$ cat config.mk
export PLATFORM = sky130hd
export DESIGN_NAME = shared_intf_arbiter
export DESIGN_NICKNAME = d
export VERILOG_FILES = /design/src/rtl/shared_intf_arb_pkg.sv /design/src/rtl/shared_intf_arbiter_rr_prio_pick.sv /design/src/rtl/shared_intf_arbiter.sv
export SDC_FILE = /design/constraint.sdc
export NUM_CORES = 1
export LEC_CHECK = 0
export CORE_ASPECT_RATIO = 1.5
export CORE_MARGIN = 5
export CORE_UTILIZATION = 30
export CTS_BUF_LIST = sky130_fd_sc_hd__clkbuf_8
export CTS_CLUSTER_SIZE = 10
export DETAILED_ROUTE_END_ITERATION = 10
export PLACE_DENSITY_LB_ADDON = 0.2
export SETUP_SLACK_MARGIN = 0.1
export SLEW_MARGIN = 20
export SYNTH_ARGS = -nofsm -noshare
export SYNTH_HDL_FRONTEND = slang
export SYNTH_SLANG_ARGS = --single-unit
$ cat constraint.sdc
create_clock -name i_clk -period 1.81 [get_ports i_clk]
set_input_delay 0.181 -clock i_clk [delete_from_list [all_inputs] [get_ports i_clk]]
set_output_delay 0.181 -clock i_clk [all_outputs]
set_load 0.1 [all_outputs]
$ cat src/rtl/shared_intf_arb_pkg.sv
// -----------------------------------------------------------------------------
// shared_intf_arb_pkg
// Shared types and helpers for the shared x/y/z interface arbiter.
//   arb_state_e : arbiter FSM states (IDLE, OWN, TURN)
//   rr_pick_t   : result of a round-robin pick (found flag + winner index)
//   rr_pick()   : round-robin search over up to MAX_REQ requesters
// -----------------------------------------------------------------------------
package shared_intf_arb_pkg;

    localparam int MAX_REQ = 8;
    localparam int IDX_W   = 3;

    typedef enum logic [1:0] {
        IDLE = 2'd0,
        OWN  = 2'd1,
        TURN = 2'd2
    } arb_state_e;

    typedef struct packed {
        logic             found;
        logic [IDX_W-1:0] idx;
    } rr_pick_t;

    // First set request at or above ptr, wrapping modulo n_req. Only the
    // low n_req bits of req are considered; ptr must be below n_req.
    function automatic rr_pick_t rr_pick(
        input logic [MAX_REQ-1:0] req,
        input logic [IDX_W-1:0]   ptr,
        input int unsigned        n_req
    );
        rr_pick_t    res;
        int unsigned cand;
        res.found = 1'b0;
        res.idx   = {IDX_W{1'b0}};
        for (int unsigned off = 32'd0; off < MAX_REQ; off++) begin
            // ptr + off stays below 2*n_req, so one subtraction wraps it
            cand = 32'(ptr) + off;
            if (cand >= n_req) begin
                cand = cand - n_req;
            end else begin
                cand = cand;
            end
            if ((off < n_req) && !res.found && req[cand[IDX_W-1:0]]) begin
                res.found = 1'b1;
                res.idx   = cand[IDX_W-1:0];
            end else begin
                res = res;
            end
        end
        return res;
    endfunction

endpackage

$ cat src/rtl/shared_intf_arbiter_rr_prio_pick.sv
// -----------------------------------------------------------------------------
// rr_prio_pick
// Combinational round-robin picker.
//   req   : per-requester request vector
//   ptr   : index holding highest priority this round
//   idx   : index of the winning requester (valid when found)
//   found : at least one request is set
// -----------------------------------------------------------------------------
module rr_prio_pick
    import shared_intf_arb_pkg::*;
#(
    parameter int N_REQ = 3
) (
    input  logic [N_REQ-1:0]         req,
    input  logic [$clog2(N_REQ)-1:0] ptr,
    output logic [$clog2(N_REQ)-1:0] idx,
    output logic                     found
);

    localparam int OW = $clog2(N_REQ);

    logic [MAX_REQ-1:0] req_ext_s;
    logic [IDX_W-1:0]   ptr_ext_s;
    rr_pick_t           pick_s;

    // Widen to the package helper's fixed width and run the search
    always_comb begin
        req_ext_s = MAX_REQ'(req);
        ptr_ext_s = IDX_W'(ptr);
        pick_s    = rr_pick(req_ext_s, ptr_ext_s, N_REQ);
    end

    assign idx   = OW'(pick_s.idx);
    assign found = pick_s.found;

endmodule

$ cat src/rtl/shared_intf_arbiter.sv
// -----------------------------------------------------------------------------
// shared_intf_arbiter
// Round-robin arbiter sharing one x/y/z interface among N_REQ requesters.
// A grant lasts until the owner drops its request, signals its last beat, or
// has held the interface for MAX_HOLD cycles; TURN_CYC idle cycles follow
// every grant before the next arbitration.
//   i_clk, i_srst          : clock, synchronous active-high reset
//   i_req, i_last          : per-requester request level / end-of-burst
//   i_x, i_y, i_z          : per-requester data, requester k at [k*DATA_W +: DATA_W]
//   o_gnt, o_owner         : registered one-hot grant and owner index
//   o_valid, o_x/o_y/o_z   : shared interface (driven only by a requesting owner)
//   o_timeout              : one-cycle pulse when a grant is cut by MAX_HOLD
// -----------------------------------------------------------------------------
module shared_intf_arbiter
    import shared_intf_arb_pkg::*;
#(
    parameter int N_REQ    = 3,
    parameter int DATA_W   = 8,
    parameter int MAX_HOLD = 16,
    parameter int TURN_CYC = 1
) (
    input  logic                      i_clk,
    input  logic                      i_srst,
    input  logic [N_REQ-1:0]          i_req,
    input  logic [N_REQ-1:0]          i_last,
    input  logic [N_REQ*DATA_W-1:0]   i_x,
    input  logic [N_REQ*DATA_W-1:0]   i_y,
    input  logic [N_REQ*DATA_W-1:0]   i_z,
    output logic [N_REQ-1:0]          o_gnt,
    output logic [$clog2(N_REQ)-1:0]  o_owner,
    output logic                      o_valid,
    output logic [DATA_W-1:0]         o_x,
    output logic [DATA_W-1:0]         o_y,
    output logic [DATA_W-1:0]         o_z,
    output logic                      o_timeout
);

    localparam int OW     = $clog2(N_REQ);
    localparam int HOLD_W = $clog2(MAX_HOLD + 1);
    localparam int TURN_W = $clog2(TURN_CYC + 1);

    localparam logic [OW-1:0]     OWNER_MAX = OW'(N_REQ - 1);
    localparam logic [OW-1:0]     OWNER_ONE = OW'(1);
    localparam logic [OW-1:0]     OWNER_ZRO = OW'(0);
    localparam logic [HOLD_W-1:0] HOLD_LAST = HOLD_W'(MAX_HOLD - 1);
    localparam logic [HOLD_W-1:0] HOLD_ONE  = HOLD_W'(1);
    localparam logic [HOLD_W-1:0] HOLD_ZRO  = HOLD_W'(0);
    localparam logic [TURN_W-1:0] TURN_LAST = TURN_W'(TURN_CYC - 1);
    localparam logic [TURN_W-1:0] TURN_ONE  = TURN_W'(1);
    localparam logic [TURN_W-1:0] TURN_ZRO  = TURN_W'(0);
    localparam logic [N_REQ-1:0]  GNT_ZRO   = {N_REQ{1'b0}};
    localparam logic [DATA_W-1:0] DATA_ZRO  = {DATA_W{1'b0}};

    arb_state_e          state_r,    state_nxt_s;
    logic [N_REQ-1:0]    gnt_r,      gnt_nxt_s;
    logic [OW-1:0]       owner_r,    owner_nxt_s;
    logic [OW-1:0]       ptr_r,      ptr_nxt_s;
    logic [HOLD_W-1:0]   hold_cnt_r, hold_cnt_nxt_s;
    logic [TURN_W-1:0]   turn_cnt_r, turn_cnt_nxt_s;
    logic                timeout_r,  timeout_nxt_s;

    logic [OW-1:0]       pick_idx_s;
    logic                pick_found_s;
    logic [N_REQ-1:0]    pick_oh_s;
    logic                owner_req_s;
    logic                owner_last_s;
    logic                last_beat_s;
    logic                hold_hit_s;
    logic                release_s;
    logic                valid_s;
    logic [DATA_W-1:0]   x_sel_s, y_sel_s, z_sel_s;

    rr_prio_pick #(
        .N_REQ (N_REQ)
    ) u_pick (
        .req   (i_req),
        .ptr   (ptr_r),
        .idx   (pick_idx_s),
        .found (pick_found_s)
    );

    // One-hot form of the arbitration winner
    always_comb begin
        pick_oh_s = GNT_ZRO;
        for (int k = 0; k < N_REQ; k++) begin
            pick_oh_s[k] = pick_found_s && (pick_idx_s == OW'(k));
        end
    end

    // Owner view of the request lines; gnt_r is zero outside OWN, so these
    // are inactive in IDLE and TURN without an explicit state check
    always_comb begin
        owner_req_s  = |(i_req & gnt_r);
        owner_last_s = |(i_last & gnt_r);
        last_beat_s  = owner_req_s && owner_last_s;
        hold_hit_s   = (hold_cnt_r == HOLD_LAST);
        release_s    = !owner_req_s || last_beat_s || hold_hit_s;
        valid_s      = (state_r == OWN) && owner_req_s;
    end

    // AND-OR data mux selected by the registered one-hot grant
    always_comb begin
        x_sel_s = DATA_ZRO;
        y_sel_s = DATA_ZRO;
        z_sel_s = DATA_ZRO;
        for (int k = 0; k < N_REQ; k++) begin
            x_sel_s = x_sel_s | (i_x[k*DATA_W +: DATA_W] & {DATA_W{gnt_r[k]}});
            y_sel_s = y_sel_s | (i_y[k*DATA_W +: DATA_W] & {DATA_W{gnt_r[k]}});
            z_sel_s = z_sel_s | (i_z[k*DATA_W +: DATA_W] & {DATA_W{gnt_r[k]}});
        end
    end

    // Arbiter next-state, grant, pointer and counter logic
    always_comb begin
        state_nxt_s    = state_r;
        gnt_nxt_s      = gnt_r;
        owner_nxt_s    = owner_r;
        ptr_nxt_s      = ptr_r;
        hold_cnt_nxt_s = hold_cnt_r;
        turn_cnt_nxt_s = turn_cnt_r;
        timeout_nxt_s  = 1'b0;
        case (state_r)
            IDLE: begin
                if (pick_found_s) begin
                    state_nxt_s    = OWN;
                    gnt_nxt_s      = pick_oh_s;
                    owner_nxt_s    = pick_idx_s;
                    hold_cnt_nxt_s = HOLD_ZRO;
                end else begin
                    state_nxt_s    = IDLE;
                end
            end
            OWN: begin
                hold_cnt_nxt_s = hold_cnt_r + HOLD_ONE;
                if (release_s) begin
                    state_nxt_s    = TURN;
                    gnt_nxt_s      = GNT_ZRO;
                    turn_cnt_nxt_s = TURN_ZRO;
                    // Released owner takes lowest priority next round
                    if (owner_r == OWNER_MAX) begin
                        ptr_nxt_s = OWNER_ZRO;
                    end else begin
                        ptr_nxt_s = owner_r + OWNER_ONE;
                    end
                    // Only a hold-limit cut of a still-active, non-final beat
                    // counts as a timeout
                    timeout_nxt_s  = hold_hit_s && owner_req_s && !owner_last_s;
                end else begin
                    state_nxt_s    = OWN;
                end
            end
            TURN: begin
                if (turn_cnt_r == TURN_LAST) begin
                    state_nxt_s    = IDLE;
                end else begin
                    turn_cnt_nxt_s = turn_cnt_r + TURN_ONE;
                end
            end
            default: begin
                state_nxt_s = IDLE;
                gnt_nxt_s   = GNT_ZRO;
            end
        endcase
    end

    // State and output registers with synchronous reset
    always_ff @(posedge i_clk) begin
        if (i_srst) begin
            state_r    <= IDLE;
            gnt_r      <= GNT_ZRO;
            owner_r    <= OWNER_ZRO;
            ptr_r      <= OWNER_ZRO;
            hold_cnt_r <= HOLD_ZRO;
            turn_cnt_r <= TURN_ZRO;
            timeout_r  <= 1'b0;
        end else begin
            state_r    <= state_nxt_s;
            gnt_r      <= gnt_nxt_s;
            owner_r    <= owner_nxt_s;
            ptr_r      <= ptr_nxt_s;
            hold_cnt_r <= hold_cnt_nxt_s;
            turn_cnt_r <= turn_cnt_nxt_s;
            timeout_r  <= timeout_nxt_s;
        end
    end

    assign o_gnt     = gnt_r;
    assign o_owner   = owner_r;
    assign o_timeout = timeout_r;
    assign o_valid   = valid_s;
    assign o_x       = valid_s ? x_sel_s : DATA_ZRO;
    assign o_y       = valid_s ? y_sel_s : DATA_ZRO;
    assign o_z       = valid_s ? z_sel_s : DATA_ZRO;

endmodule
==> flow_metrics.tcl, run 1 <==
set metrics [dict create \
    outcome "finished with violations" \
    violations "setup timing" \
    rsz0062_at_grt "true" \
    p_per_area_mw_per_mm2 1000 \
    slew_violations 0 \
    setup_tns_ns -2.68 \
    instances_no_fill 352 \
    antenna_found_initial 0 \
    leakage_nw 1.26 \
    initial_core_util_pct 30.8 \
    synth_cell_types 37 \
    hold_viol_final 0 \
    peakVddDrop_uv 1420 \
    critical_path_arrival_ns 2.14 \
    grt_pass1_wl_um 11000 \
    syn_inst 165 \
    fin_ws_ns -0.175 \
    syn_to_final_growth_pct 172 \
    fin_crit_ns 1.99 \
    worstSkewPairLatency_ns 0.25 \
    coreArea_mm2 0.00421 \
    r2r-start "o_gnt[0]$_SDFFE_PP0P_" \
    path_cells "clkdlybuf4s50_1 -> a222oi_1 -> or3b_4 -> or2_4 -> a21boi_4 -> o32ai_2" \
    grt_pass1_vias 2078 \
    clock_path_buffers 2 \
    seq_area_frac_synth_pct 23.1 \
    drtIter0Drc 172 \
    remaining_drc_errors 0 \
    synth-main-ff-cell "dfxtp_1" \
    cp-start-kind "input pin" \
    wl_um 7260 \
    path_clk_slew_ns 0.06 \
    ctsHoldBuffers 0 \
    drv_cap 0 \
    end_kind "flop" \
    worstMarginPinSlew_ns 0.559 \
    dieHeight_um 90.5 \
    cts.sinks 15 \
    place_area_mm2 0.00322 \
    syn_avg_cell_area_um2 7.86 \
    placementRows 29 \
    async_flop_share_pct 0 \
    overflow 0 \
    gp_congestion 0.820 \
    stdcell_area_mm2 0.00352 \
    synth_area_mm2 0.00130 \
    setup_viol 35 \
    antenna_cells 0 \
    slew_headroom_pct 62.7 \
    fin_crit_sh_pct 110 \
    finalNetCount 394 \
    cts_tree "done" \
    slowest_stage "a222oi_1" \
    drive_gt1_share_pct 46.7 \
    post_drt_wl_per_cell_um 20.6 \
    startpoint "i_last[0]" \
    grt_max_degree 19 \
    path_class "in -> reg" \
    via_per_inst 5.75 \
    fp.dieW_um 63.7 \
    cts_made_buffers 3 \
    skew_ns 0.00193 \
    fin_hold_ws_ns 0.517 \
    vias 2024 \
    crit_required_ns 1.96 \
    worstHoldStart "ptr_r[0]$_SDFFE_PP0P_" \
    holdCritPathClass "reg -> reg" \
    dp.cells 338 \
    fp.dieArea_mm2 0.00577 \
    hpwl_um 5290 \
    fmax_mhz 504 \
    syn_nets 252 \
    holdPathStages 2 \
    ys_ff_latch 15 \
    io_buffers 110 \
    cts_root_buf "clkbuf_8" \
    htree_num_levels 1 \
    dr.pass1.iters 8 \
    r2r_cells 5 \
    grt_use_total_pct 23.7 \
    postRouteAntennaNets 0 \
    max_stage_delay_ns 0.45 \
    synth_edf_count 0 \
    critPathMaxFanout 3 \
    io_pins 111 \
    yosysWarnings 0 \
]
flip-flops by register name (all words and copies together) (netlist names):
signal	count
hold_cnt_r	5
o_gnt	3
o_owner	2
o_timeout	1
ptr_r	2
state_r	2
layout make-up:
cell class | count | area (µm²)
Clock buffer | 3 | 41.3
Clock inverter | 1 | 5.00
Fill cell | 251 | 686
Inverter | 11 | 47.5
Multi-Input combinational cell | 125 | 1310
Sequential cell | 15 | 322
Tap cell | 46 | 57.6
Timing Repair Buffer | 151 | 1740
path summary, 6_finish.rpt:
kind / end / slack (ns)
hold reg to reg: ptr_r[0]$_SDFFE_PP0P_ / 0.52
setup / recovery: o_gnt[0]$_SDFFE_PP0P_ / -0.18
setup reg to reg: o_gnt[0]$_SDFFE_PP0P_ / -0.17
hold / removal: ptr_r[0]$_SDFFE_PP0P_ / 0.52
worst max-delay path: cells and delay by family:
| kind | cells | cell delay (ns) |
|---|---|---|
| AOI/OAI and AO/OA | 3 | 0.83 |
| buffers and inverters | 1 | 0.40 |
| and+or+nand+nor | 2 | 0.72 |
cell families after synthesis:
logic type / synth area share (%)
DFF: 23.1
adders and majority gates: 6.75
buffers and inverters: 8.39
AOI/OAI and AO/OA: 36.4
and+or+nand+nor: 22.2
muxes: 3.18
where the power goes:
| part | switching (mW) | internal, mW |
|---|---|---|
| clock network | 0.116 | 0.153 |
| logic | 1.56 | 1.20 |
| registers | 0.0888 | 0.426 |
stage by stage:
stage	power (mW)	util, %	worst slack, ns
after global routing	3.72	83.7	-0.233
after floorplan	2.10	-	-0.373
after detailed placement	2.84	76.4	-0.299
final	3.54	83.7	-0.175
after CTS	3.40	82.6	-0.0975
after global placement	2.82	76.4	-0.252
Yosys cell counts, types with 2 or more instances:
cell type	instances	share of area, %
a222oi_1	26	20
inv_1	11	3.2
ha_1	7	6.7
nand3b_1	3	1.7
o32ai_1	4	2.7
o2bb2ai_1	2	1.4
clkbuf_1	12	3.5
mux2i_1	3	2.3
dfxtp_1	15	23
nand2b_1	4	1.9
a21oi_1	6	2.3
o21ai_0	2	0.77
a211oi_1	3	1.7
nand2_1	6	1.7
o2111ai_1	2	1.4
buf_6	2	1.7
nor2_1	33	9.5
or3_1	5	2.4
cells in the final DEF, fill, tap and decap left out, drive strengths merged, types with 5 or more instances in the layout:
cell type,synthesis,routed
buf,2,72
inv,11,10
a21oi,6,6
nand2,6,6
ha,7,7
nor2,33,33
clkdlybuf4s50,0,76
a222oi,26,26
dfxtp,15,15
or3,5,5
layer usage:
layer	part of all wire [%]	track usage, %	up-vias	wire length, µm
met5	0	0	-	0
li1	-	-	939	-
met4	1.3	6.41	0	98
met1	35	26.5	962	2570
met2	55	44.5	116	3990
met3	8.4	4.23	7	608
repair_timing:
| item | in CTS | in global routing |
|---|---|---|
| endpoints found under the setup margin | 38 | 38 |
| endpoints found under the hold margin | 0 | 0 |
| setup buffers | 8 | 2 |
| pin swaps | 20 | 15 |
| gates cloned | 1 | 0 |
| resized for setup | 33 | 8 |
Note: power is estimated with default switching activity, not from simulation.
==> inputs of run 2 (changes only) <==
--- a/config.mk
+++ b/config.mk
@@ -5,14 +5,16 @@
 export SDC_FILE = /design/constraint.sdc
 export NUM_CORES = 1
 export LEC_CHECK = 0
+export CAP_MARGIN = 20
 export CORE_ASPECT_RATIO = 1.5
 export CORE_MARGIN = 5
-export CORE_UTILIZATION = 30
+export CORE_UTILIZATION = 33
 export CTS_BUF_LIST = sky130_fd_sc_hd__clkbuf_8
 export CTS_CLUSTER_SIZE = 10
 export DETAILED_ROUTE_END_ITERATION = 10
 export PLACE_DENSITY_LB_ADDON = 0.2
 export SETUP_SLACK_MARGIN = 0.1
+export SKIP_CTS_REPAIR_TIMING = 1
 export SLEW_MARGIN = 20
 export SYNTH_ARGS = -nofsm -noshare
 export SYNTH_HDL_FRONTEND = slang
==> constraint.sdc (replaced) <==
create_clock -name i_clk -period 2.25 [get_ports i_clk]
set_input_delay 0.225 -clock i_clk [delete_from_list [all_inputs] [get_ports i_clk]]
set_output_delay 0.225 -clock i_clk [all_outputs]
set_load 0.1 [all_outputs]
==> run 2 against run 1 <==
Net effect: the run now ends clean; flip-flop and latch count stayed put; routed wire length is 15% lower; sequential power is 13% lower; non-clock buffer count is 30 lower; sequential share of layout area is 1.2 points higher; setup slack better by 0.33 ns.
==> flow_metrics.tcl, run 2 (synthesis gave the netlist of run 1 again) <==
set metrics [dict create \
    place_area_mm2 0.00291 \
    antenna_cells 0 \
    cts_root_buf "clkbuf_8" \
    syn_to_final_growth_pct 133 \
    largest_reg_flops 5 \
    finalNetCount 364 \
    path_cells "ha_2 -> and3_1 -> ha_1 -> or3b_4 -> or2_1 -> a21boi_2 -> o32ai_2" \
    critical_path_arrival_ns 2.24 \
    drt-met1-wl_um 2280 \
    path_class "reg -> reg" \
    slew_violations 0 \
    grt_pass1_wl_um 8810 \
    drv_cap 0 \
    setup_tns_ns 0 \
    path_clk_slew_ns 0.06 \
    worstSkewPairLatency_ns 0.24 \
    startpoint "hold_cnt_r[0]$_SDFFE_PP0P_" \
    cts_made_buffers 3 \
    antenna_found_initial 0 \
    grt_use_total_pct 21.4 \
    rsz0062_at_grt "true" \
    max_stage_delay_ns 0.40 \
    cp-endpoint "o_gnt[0]$_SDFFE_PP0P_" \
    crit_required_ns 2.40 \
    p_per_area_mw_per_mm2 757 \
    cts_tree "done" \
    dr.pass1.iters 5 \
    drtIter0Drc 164 \
    rrSetupSlack_ns 0.16 \
    grt_pass1_vias 1804 \
    grt_max_degree 29 \
    instances_no_fill 321 \
    gp_congestion 0.825 \
    end_kind "flop" \
    fin_crit_sh_pct 92.9 \
    fp.dieArea_mm2 0.00531 \
    dp.cells 315 \
    regMostFlops "hold_cnt_r" \
    overflow 0 \
    io_buffers 110 \
    routed-wl-met3_um 626 \
    highest_layer "met4" \
    via_per_inst 5.69 \
    met2RoutedLength_um 3160 \
    coreArea_mm2 0.00389 \
    stdcell_area_mm2 0.00302 \
    cts.sinks 15 \
    placementRows 28 \
    clock_path_buffers 2 \
    holdPathStages 1 \
    setup_viol 0 \
    skew_ns 0.00233 \
    dieHeight_um 86.8 \
    io_pins 111 \
    htree_num_levels 1 \
    utilization_pct 77.6 \
    initial_core_util_pct 33.4 \
    fmax_mhz 478 \
    postRouteAntennaNets 0 \
    peakVddDrop_uv 1010 \
    r2r-start "hold_cnt_r[0]$_SDFFE_PP0P_" \
    post_drt_wl_per_cell_um 19.3 \
    layout_commonest_cell "clkdlybuf4s50_1" \
    r2r_cells 7 \
    mostFrequentLayoutCells "clkdlybuf4s50_1, buf_12, a222oi_1, nor2_4, buf_4" \
    fp.dieW_um 61.2 \
    cp-start-kind "flop" \
    remaining_drc_errors 0 \
    critPathMaxFanout 4 \
    hold_viol_final 0 \
    fin_crit_ns 2.09 \
    hpwl_um 4950 \
    holdCritPathClass "reg -> reg" \
    worstMarginPinSlew_ns 0.549 \
    drive_gt1_share_pct 30.8 \
    wl_um 6210 \
    slew_headroom_pct 63.4 \
    leakage_nw 1.06 \
    outcome "completed" \
    r2r-end "o_gnt[0]$_SDFFE_PP0P_" \
    vias 1825 \
    slowest_stage "or3b_4" \
]
==> run 2: changes by cell type in the layout (fill, tap and decap cells not counted), sizes merged <==
cell           before  now
dlygate4sd2         3    0
clkdlybuf4s50      76   77
dlymetal6s2s        0    2
buf                72   41
clkbuf              3    4
==> run 2: layout make-up <==
| cell class | instances | area, µm² |
|---|---|---|
| fill | 284 | 871 |
| clock inverter | 1 | 5.00 |
| sequential | 15 | 313 |
| multi-input combinational | 125 | 1100 |
| tap | 45 | 56.3 |
| timing repair buffer | 121 | 1460 |
| inverter | 11 | 45.0 |
| clock buffer | 3 | 41.3 |
==> run 2: metrics by stage <==
stage	hold slack, ns	power [mW]	setup WS (ns)
after floorplan	0.439	1.55	0.0217
after global placement	0.460	1.97	0.113
after detailed placement	0.470	1.98	0.0926
after CTS	0.479	2.21	0.0837
after global routing	0.518	2.43	0.0522
final	0.474	2.29	0.159
==> run 2: worst min-delay path by stage <==
stage	startpoint	end	slack, ns
after floorplan	hold_cnt_r[3]$_SDFFE_PP0P_	hold_cnt_r[3]$_SDFFE_PP0P_	0.44
after global placement	hold_cnt_r[3]$_SDFFE_PP0P_	hold_cnt_r[3]$_SDFFE_PP0P_	0.46
after detailed placement	hold_cnt_r[3]$_SDFFE_PP0P_	hold_cnt_r[3]$_SDFFE_PP0P_	0.47
after CTS	hold_cnt_r[3]$_SDFFE_PP0P_	hold_cnt_r[3]$_SDFFE_PP0P_	0.48
after global routing	hold_cnt_r[3]$_SDFFE_PP0P_	hold_cnt_r[3]$_SDFFE_PP0P_	0.52
final	hold_cnt_r[3]$_SDFFE_PP0P_	hold_cnt_r[3]$_SDFFE_PP0P_	0.47
==> run 2: metal layers <==
metal	up-vias	GRT usage [%]
li1	881	-
met1	843	24.1
met2	89	38.6
met3	12	4.02
met4	0	7.10
met5	-	0
==> run 2: power breakdown <==
group / internal (mW) / total, mW / switching [mW]
Combinational: 0.639 / 1.63 / 0.989
Clock: 0.122 / 0.213 / 0.0903
Sequential: 0.337 / 0.446 / 0.109
Total: 1.10 / 2.29 / 1.19
==> run 2: worst max-delay path: cells and delay by family, from the launching register on <==
kind / cells / cell delay (ns)
AO/OA/AOI/OAI: 2 / 0.45
adder cells (fa/ha/maj): 2 / 0.39
flip-flops: 1 / 0.34
AND/OR/NAND/NOR: 3 / 0.82
==> inputs of run 3 (changes only) <==
--- a/config.mk
+++ b/config.mk
@@ -10,7 +10,7 @@
 export CORE_MARGIN = 5
 export CORE_UTILIZATION = 33
 export CTS_BUF_LIST = sky130_fd_sc_hd__clkbuf_8
-export CTS_CLUSTER_SIZE = 10
+export CTS_CLUSTER_SIZE = 16
 export DETAILED_ROUTE_END_ITERATION = 10
 export PLACE_DENSITY_LB_ADDON = 0.2
 export SETUP_SLACK_MARGIN = 0.1
==> results of run 3 <==
No change in the layout: final DEF, timing and power equal those of run 2.
